## src/rtl/wb_pkg.sv

```systemverilog
// Shared write-back types and sizes for the register-file write-back arbiter.
package wb_pkg;

  localparam int REG_W         = 5;
  localparam int DATA_W        = 32;
  localparam int WB_FIFO_DEPTH = 2;
  localparam int WB_STARVE_MAX = 3;

  // One queued write-back: destination register and its data.
  typedef struct packed {
    logic [REG_W-1:0]  rd;
    logic [DATA_W-1:0] data;
  } wb_entry_t;

endpackage

```

## src/rtl/wb_skid_fifo.sv

```systemverilog
// Two-entry FIFO that holds mul/div results while the ALU owns the write port.
module wb_skid_fifo
  import wb_pkg::*;
(
  input  logic      clk_i,
  input  logic      rst_ni,
  input  logic      push_i,
  input  wb_entry_t push_data_i,
  input  logic      pop_i,
  output logic      full_o,
  output logic      empty_o,
  output wb_entry_t head_o
);

  localparam logic [1:0] CNT_FULL = 2'(WB_FIFO_DEPTH);

  wb_entry_t  mem_q [WB_FIFO_DEPTH];
  logic       wr_ptr_q;
  logic       rd_ptr_q;
  logic [1:0] count_q;
  logic [1:0] count_d;
  logic       do_push_s;
  logic       do_pop_s;

  assign full_o    = (count_q == CNT_FULL);
  assign empty_o   = (count_q == 2'd0);
  assign head_o    = mem_q[rd_ptr_q];
  assign do_push_s = push_i & ~full_o;
  assign do_pop_s  = pop_i & ~empty_o;

  // Occupancy update; a simultaneous push and pop leaves the count unchanged.
  always_comb begin
    count_d = count_q;
    case ({do_push_s, do_pop_s})
      2'b10:   count_d = count_q + 2'd1;
      2'b01:   count_d = count_q - 2'd1;
      default: count_d = count_q;
    endcase
  end

  // Storage and 1-bit wrap-around pointers; reset drops any queued entries.
  always_ff @(posedge clk_i or negedge rst_ni) begin
    if (!rst_ni) begin
      for (int i = 0; i < WB_FIFO_DEPTH; i++) begin
        mem_q[i] <= '0;
      end
      wr_ptr_q <= 1'b0;
      rd_ptr_q <= 1'b0;
      count_q  <= 2'd0;
    end else begin
      if (do_push_s) begin
        mem_q[wr_ptr_q] <= push_data_i;
        wr_ptr_q        <= ~wr_ptr_q;
      end
      if (do_pop_s) begin
        rd_ptr_q <= ~rd_ptr_q;
      end
      count_q <= count_d;
    end
  end

endmodule

```

## src/rtl/wb_arbiter.sv

```systemverilog
// Register-file write-back arbiter: ALU results take priority, mul/div results
// queue in a 2-entry FIFO, and a starvation counter forces a one-cycle ALU stall.
// Optional macro WB_ARBITER_FWD_EN adds operand forwarding compare outputs.
module wb_arbiter
  import wb_pkg::*;
(
  input  logic              clk,
  input  logic              rst_n,
  input  logic              alu_valid,
  input  logic [REG_W-1:0]  alu_rd,
  input  logic [DATA_W-1:0] alu_data,
  input  logic              md_valid,
  input  logic [REG_W-1:0]  md_rd,
  input  logic [DATA_W-1:0] md_data,
  output logic              md_ready,
  output logic              alu_stall,
  output logic              wr_en,
  output logic [REG_W-1:0]  wr_rd,
  output logic [DATA_W-1:0] wr_data,
  output logic              err_alu_ovr
`ifdef WB_ARBITER_FWD_EN
  ,
  input  logic [REG_W-1:0]  rs,
  input  logic [REG_W-1:0]  rt,
  output logic              fwd_a_hit,
  output logic              fwd_b_hit,
  output logic [DATA_W-1:0] fwd_a_data,
  output logic [DATA_W-1:0] fwd_b_data
`endif
);

  localparam logic [1:0] STARVE_MAX = 2'(WB_STARVE_MAX);

  logic              wr_en_q,     wr_en_d;
  logic [REG_W-1:0]  wr_rd_q,     wr_rd_d;
  logic [DATA_W-1:0] wr_data_q,   wr_data_d;
  logic              alu_stall_q, alu_stall_d;
  logic              err_q,       err_d;
  logic [1:0]        starve_q,    starve_d;

  logic      alu_win_s;
  logic      pop_s;
  logic      push_s;
  logic      fifo_full_s;
  logic      fifo_empty_s;
  wb_entry_t fifo_head_s;
  wb_entry_t push_entry_s;

  // Acceptance depends only on occupancy, never on a same-cycle pop.
  assign md_ready     = rst_n & ~fifo_full_s;
  assign alu_win_s    = alu_valid & (alu_rd != 5'd0);
  assign pop_s        = ~alu_win_s & ~fifo_empty_s;
  assign push_s       = md_valid & md_ready & (md_rd != 5'd0);
  assign push_entry_s = '{rd: md_rd, data: md_data};

  wb_skid_fifo u_fifo (
    .clk_i       (clk),
    .rst_ni      (rst_n),
    .push_i      (push_s),
    .push_data_i (push_entry_s),
    .pop_i       (pop_s),
    .full_o      (fifo_full_s),
    .empty_o     (fifo_empty_s),
    .head_o      (fifo_head_s)
  );

  // Winner selection, starvation tracking and sticky overrun flag.
  always_comb begin
    wr_en_d   = alu_win_s | pop_s;
    wr_rd_d   = wr_rd_q;
    wr_data_d = wr_data_q;
    if (alu_win_s) begin
      wr_rd_d   = alu_rd;
      wr_data_d = alu_data;
    end else if (pop_s) begin
      wr_rd_d   = fifo_head_s.rd;
      wr_data_d = fifo_head_s.data;
    end else begin
      wr_rd_d   = wr_rd_q;
      wr_data_d = wr_data_q;
    end

    starve_d = starve_q;
    if (alu_stall_q || fifo_empty_s || pop_s) begin
      starve_d = 2'd0;
    end else if (alu_win_s && (starve_q != STARVE_MAX)) begin
      starve_d = starve_q + 2'd1;
    end else begin
      starve_d = starve_q;
    end

    alu_stall_d = (starve_d == STARVE_MAX);
    err_d       = err_q | (alu_valid & alu_stall_q);
  end

  // All arbiter state and registered outputs.
  always_ff @(posedge clk or negedge rst_n) begin
    if (!rst_n) begin
      wr_en_q     <= 1'b0;
      wr_rd_q     <= 5'd0;
      wr_data_q   <= 32'd0;
      alu_stall_q <= 1'b0;
      err_q       <= 1'b0;
      starve_q    <= 2'd0;
    end else begin
      wr_en_q     <= wr_en_d;
      wr_rd_q     <= wr_rd_d;
      wr_data_q   <= wr_data_d;
      alu_stall_q <= alu_stall_d;
      err_q       <= err_d;
      starve_q    <= starve_d;
    end
  end

  assign wr_en       = wr_en_q;
  assign wr_rd       = wr_rd_q;
  assign wr_data     = wr_data_q;
  assign alu_stall   = alu_stall_q;
  assign err_alu_ovr = err_q;

`ifdef WB_ARBITER_FWD_EN
  assign fwd_a_hit  = wr_en_q & (wr_rd_q == rs);
  assign fwd_b_hit  = wr_en_q & (wr_rd_q == rt);
  assign fwd_a_data = wr_data_q;
  assign fwd_b_data = wr_data_q;
`endif

endmodule

```

## config.mk

```make
export PLATFORM = sky130hd
export DESIGN_NAME = wb_arbiter
export DESIGN_NICKNAME = d
export VERILOG_FILES = /design/src/rtl/wb_pkg.sv /design/src/rtl/wb_skid_fifo.sv /design/src/rtl/wb_arbiter.sv
export SDC_FILE = /design/constraint.sdc
export NUM_CORES = 1
export LEC_CHECK = 0
export CAP_MARGIN = 25
export CORE_ASPECT_RATIO = 2
export CORE_MARGIN = 2
export CORE_UTILIZATION = 46
export DETAILED_ROUTE_END_ITERATION = 10
export MAX_ROUTING_LAYER = met4
export PLACE_DENSITY = 0.76
export SLEW_MARGIN = 20
export SYNTH_ARGS = -nofsm -noshare
export SYNTH_HDL_FRONTEND = slang
export SYNTH_SLANG_ARGS = --single-unit
```

## constraint.sdc

```tcl
create_clock -name clk -period 1.7 [get_ports clk]
set_input_delay 0.255 -clock clk [delete_from_list [all_inputs] [get_ports clk]]
set_output_delay 0.255 -clock clk [all_outputs]
set_load 0.01 [all_outputs]
```

Yosys cells after proc, flatten, opt, wreduce, memory -nomap -nowiden
Cells that the tools add are included.
{"block": "op_classes", "n_addsub": 3, "magnitude_cmp": 3, "eq_ne": 5, "n_mux": 13, "n_bitwise": 17, "n_reduce_logical": 9}
{"cell": "$mux 37", "count": 4}
{"cell": "$bwmux 74", "count": 1}
{"cell": "$mux 32", "count": 2}
{"cell": "$demux 37 s1", "count": 1}
{"cell": "$mux 5", "count": 2}
{"cell": "$reduce_bool 5->1", "count": 2}
{"cell": "$and 1x1->1", "count": 8}
{"cell": "$eq 2x2->1 const B", "count": 3}
{"cell": "$not 1->1", "count": 5}
{"cell": "$add 2x1->2 const B", "count": 2}
{"cell": "$ge 2x2->1 const B", "count": 2}
{"cell": "$mux 2", "count": 2}
{"cell": "$not 1->2", "count": 2}
{"cell": "$pmux 2 s2", "count": 1}
{"cell": "$reduce_bool 2->1", "count": 2}
{"cell": "$eq 2x1->1 const B", "count": 1}
{"cell": "$logic_and 1x1->1", "count": 2}
{"cell": "$logic_not 2->1", "count": 1}
{"cell": "$logic_or 1x1->1", "count": 2}
{"cell": "$lt 2x1->1 const B", "count": 1}
{"cell": "$ne 2x2->1 const B", "count": 1}
{"cell": "$or 1x1->1", "count": 2}
{"cell": "$sub 2x1->2 const B", "count": 1}
{"block": "word_totals", "regBits": 120, "in_bits": 78, "out_inout_bits": 41, "word_cells": 63}

Depth between registers and ports, before layout
{"block": "logic_depth", "depth_word": 8, "depth_mapped": 8, "ltp_nobuf": 7}

Modules after synthesis
Synthesis repeated with hierarchy kept, for this count alone.
{"block": "unflattened", "cells_unflattened": 365, "hier_area_um2": 5661.7}
{"module": "wb_skid_fifo", "n_inst": 1, "cells_per_inst": 215, "area_per_inst_um2": 3601.0, "seq_area_each_um2": 1951.9}
{"module": "wb_arbiter", "n_inst": 1, "cells_per_inst": 150, "area_per_inst_um2": 2060.7, "seq_area_each_um2": 1051.0}

Worst setup path before layout
No wires, ideal clock.
{"block": "synth_timing", "path_type": "reg-to-reg", "startpoint": "register u_fifo.count_q[0]", "endpoint": "register u_fifo.mem_q[0] in the netlist's numbering", "setup_time_ns": 0.125, "arrival_time_ns": 1.743, "required_ns": 1.575, "setup_slack_ns": -0.168, "path_stages_with_launch": 7, "n_path_buf": 2, "synth_period_minus_slack_ns": 1.868, "path_cell_list": "dfrtp_1 inv_1 a21boi_0 and4b_1 buf_6 buf_6 mux2_4"}
{"block": "synth_between", "elab_chain_cells": 6}
{"item": "start, declared", "line_no": "wb_skid_fifo.sv:20", "text": "logic [1:0] count_q;"}
{"item": "start signal, assigned", "line_no": "wb_skid_fifo.sv:58", "text": "count_q <= count_d;"}
{"item": "$eq 2x2->1", "line_no": "wb_skid_fifo.sv:25", "text": "assign full_o = (count_q == CNT_FULL);"}
{"item": "$not 1->1", "line_no": "wb_arbiter.sv:50", "text": "assign md_ready = rst_n & ~fifo_full_s;"}
{"item": "$and 1x1->1", "line_no": "wb_arbiter.sv:50"}
{"item": "net md_ready", "line_no": "wb_arbiter.sv:15", "text": "output logic md_ready,"}
{"item": "$and 1x1->1 (2 in series)", "line_no": "wb_arbiter.sv:53", "text": "assign push_s = md_valid & md_ready & (md_rd != 5'd0);"}
{"item": "$and 1x1->1", "line_no": "wb_skid_fifo.sv:28", "text": "assign do_push_s = push_i & ~full_o;"}
{"item": "end signal, assigned by index", "line_no": "wb_skid_fifo.sv:52", "text": "mem_q[wr_ptr_q] <= push_data_i;"}
{"item": "end, declared", "line_no": "wb_skid_fifo.sv:17", "text": "wb_entry_t mem_q [WB_FIFO_DEPTH];"}
The timed path passes the listed nets, and every way through them passes these cells.
A chain may end at the register's enable or synchronous reset.

Worst setup path in the final report
{"block": "layout_timing", "startpoint": "input md_rd[4]", "endpoint": "register u_fifo.mem_q[17] in the netlist's numbering"}
{"block": "layout_between", "elab_chain_cells": 3}
{"item": "start, declared", "line_no": "wb_arbiter.sv:13", "text": "input logic [REG_W-1:0] md_rd,"}
{"item": "$reduce_bool 5->1", "line_no": "wb_arbiter.sv:53"}
{"item": "$and 1x1->1", "line_no": "wb_arbiter.sv:53"}
{"item": "$and 1x1->1", "line_no": "wb_skid_fifo.sv:28"}
Every way passes these cells.

==> results.tsv <==
stage	metric	value	unit
status	status	finished clean	
drt	vias	3867	
layout	nets	659	
grt	grt_max_degree	53	
layout	drive_above_1_share	25.68	%
grt	overflow	0	
power_and_ir_drop	peakVddDrop	1137	uV
synth	ys.warnings.count	0	
drt	drc	0	
placed_design	dpl.hpwl	9111	um
placed_design	place_ws	-618.8	ps
layout	stdcell_area	7696	um2
floorplanning	coreArea	11700	um2
grt	antenna_found_initial	1	
sta	finalCritPeriodShare	97.73	%
power_and_ir_drop	total_power	14.61	mW
worst_setup_path	r2r-start	u_fifo.count_q[0]	
power_and_ir_drop	powerDensity	1898	nW/um2
power_and_ir_drop	p_leak	3.454	nW
power_and_ir_drop	intPower	10.09	mW
drt	drt_iter0_drc	206	
min_path	hold_start	md_rd[0]	
clock_tree	root_buffer	clkbuf_16	
clock_tree	h-tree-depth	4	
drt	dr.pass1.iters	4	
worst_setup_path	required	1990	ps
power_and_ir_drop	p_seq_share	34.9	%
power_and_ir_drop	p_switching	4.520	mW
clock_tree	clk_pin_slew	50	ps
floorplanning	rows	56	
synth	synth-seq-cells	120	
worst_setup_path	critPathKind	in2reg	
clock_tree	cts_sinks	120	
layout	area_growth	40.18	%
synth	seq_area_frac_synth	54.69	%
power_and_ir_drop	comb_power_share	38.7	%
sta	post-route-min-period	1661	ps
worst_setup_path	arrival	1950	ps
placed_design	io_buffers	118	
sta	setup_viol	0	
clock_tree	cts_buffers	17	
worst_setup_path	crit_start	md_rd[4]	
drt	via_per_inst	5.240	
worst_setup_path	endpoint_kind	flip-flop	
synth	synth_cells	438	
placed_design	gp_congestion	0.8487	
drt	totalWireLength	13270	um
floorplanning	start_util	46.92	%
synth	synth_nets	518	
clock_tree	cts_tree	yes	
synth	synth.distinct_cells	27	
synth	synthesis.area	5490	um2
sta	skew	5.337	ps
min_path	hold_path.class	in2reg	
drt	antenna_left	0	
floorplanning	boundaryPins	119	
sta	finalMaxSlewViolations	0	
sta	fin_ws	38.56	ps
synth	avgSynthCellArea	12.53	um2
clock_tree	clk-insertion-delay-late	410	ps
floorplanning	die_w	81.25	um
power_and_ir_drop	p_clk_share	26.4	%
sta	relSlewSlack	61.03	%
placed_design	dp_cells	701	
sta	clock.fmax	601.9	MHz
grt	grt_first_pass_wirelength	21190	um
worst_setup_path	startpoint_type	input pin	
run	cap_viol_max_count	0	
placed_design	placed_area	6963	um2
clock_tree	clock_path_buffers	2	
floorplanning	dieHeight	158.5	um
grt	grt_usage	22.76	%
drt	wire_per_inst	17.98	um
worst_setup_path	crit_path_max_fanout	22	
power_and_ir_drop	switching_share	30.94	%
floorplanning	die-area	12880	um2
grt	first_global_vias	4175	
sta	tightest_slew	584.6	ps
layout	fin_cells	738	
sta	hold_viol_final	0	
==> placed cells by master, fill, tap and decap left out, types with 17 or more instances in the layout <==
cell type / instances
clkbuf_16: 17
mux2_4: 60
o21ai_0: 37
clkdlybuf4s50_1: 110
nand2_1: 39
mux2i_1: 38
dfrtp_1: 119
a21oi_1: 38
buf_4: 24
nor2_1: 41
==> timing repair <==
item / 4_1_cts / 5_1_grt
endpoints found under the setup margin: 76 / 73
hold buffers: 1 / 0
buffers inserted: 0 / 2
cloned: 1 / 0
gates resized for setup: 16 / 4
pin swaps: 7 / 3
hold endpoints to repair: 43 / 0
==> critical path: stages <==
cell,delay (ps)
dlygate4sd2_1,260
or4_4,560
nor2_4,110
and4b_2,270
buf_12,180
mux2_4,310
==> cell families (layout without fill, tap and decap cells) <==
group	Yosys count	count (layout)	share of synthesized area, %
flops	120	120	54.69
fa+ha+maj	2	2	0.4557
buf+inv	29	183	3.623
simple gates	91	91	6.791
other cells	0	1	0
xor+xnor	6	6	0.9573
mux	112	112	26.21
compound gates	78	78	7.270
==> routing by layer <==
layer	track usage, %	vias to the layer above	routed length (um)
met5	-	-	0
met4	8.152	0	289
met3	4.762	19	418
met2	39.51	91	7403
met1	25.49	1958	5160
li1	-	1799	-
==> flip-flops by register name, indices dropped and copies added (netlist names) <==
register / flops
alu_stall: 1
err_alu_ovr: 1
starve_q: 2
u_fifo.count_q: 2
u_fifo.mem_q: 74
u_fifo.rd_ptr_q: 1
u_fifo.wr_ptr_q: 1
wr_data: 32
wr_en: 1
wr_rd: 5
==> power groups by stage <==
stage               combinational (mW)  clock (mW)  sequential (mW)
global route                      6.19        4.03             5.24
detailed placement                5.55           0             5.08
finish                            5.66        3.85             5.10
global placement                  5.36           0             5.01
CTS                               5.68        3.90             5.09
floorplan                         3.55           0             5.01
==> stage by stage <==
| stage | TNS, ps | utilization, % | hold slack, ps |
|---|---|---|---|
| global placement | -53140 | 59.51 | 412.4 |
| global route | -8.056 | 65.77 | 267.9 |
| detailed placement | -58270 | 59.51 | 424.3 |
| CTS | 0 | 65.50 | 245.4 |
| floorplan | -5094 | - | -40.59 |
| finish | 0 | 65.77 | 265.8 |
==> cells in the mapped netlist <==
cell / number / area [um2]
a21boi_0: 1 / 7.510
a21o_1: 1 / 7.510
a21oi_1: 38 / 190.2
and4b_1: 1 / 10.01
and4bb_1: 1 / 12.51
buf_12: 3 / 60.06
buf_2: 3 / 15.01
buf_6: 5 / 56.30
clkbuf_1: 17 / 63.81
dfrtp_1: 120 / 3003
ha_1: 2 / 25.02
inv_1: 1 / 3.750
mux2_2: 14 / 157.7
mux2_4: 60 / 900.9
mux2i_1: 38 / 380.4
nand2_1: 39 / 146.4
nand2b_1: 1 / 6.260
nand3_1: 1 / 5.000
nand3b_1: 1 / 7.510
nor2_1: 44 / 165.2
nor2_2: 1 / 6.260
o21ai_0: 37 / 185.2
o31a_1: 1 / 8.760
or3_1: 1 / 6.260
or4_1: 1 / 7.510
xnor2_1: 3 / 26.28
xor2_1: 3 / 26.28
==> worst paths after layout <==
kind	endpoint	slack [ps]	cells past startpoint
worst min-delay path	u_fifo.mem_q[32]	270	2
worst min register to register	err_alu_ovr	460	1
worst max register to register	u_fifo.mem_q[72]	40	5
worst max-delay path	u_fifo.mem_q[17]	40	6
max in group asynchronous	u_fifo.mem_q[31]	330	4
min in group asynchronous	wr_data[14]	510	3
==> layout make-up <==
type | instances | area [um2]
Antenna cell | 1 | 2.502
Clock buffer | 20 | 466.7
Clock inverter | 12 | 172.7
Fill cell | 842 | 4005
Inverter | 1 | 3.754
Multi-Input combinational cell | 289 | 2357
Sequential cell | 120 | 3004
Tap cell | 145 | 181.4
Timing Repair Buffer | 150 | 1508
Power figures use the tool's default switching activity.
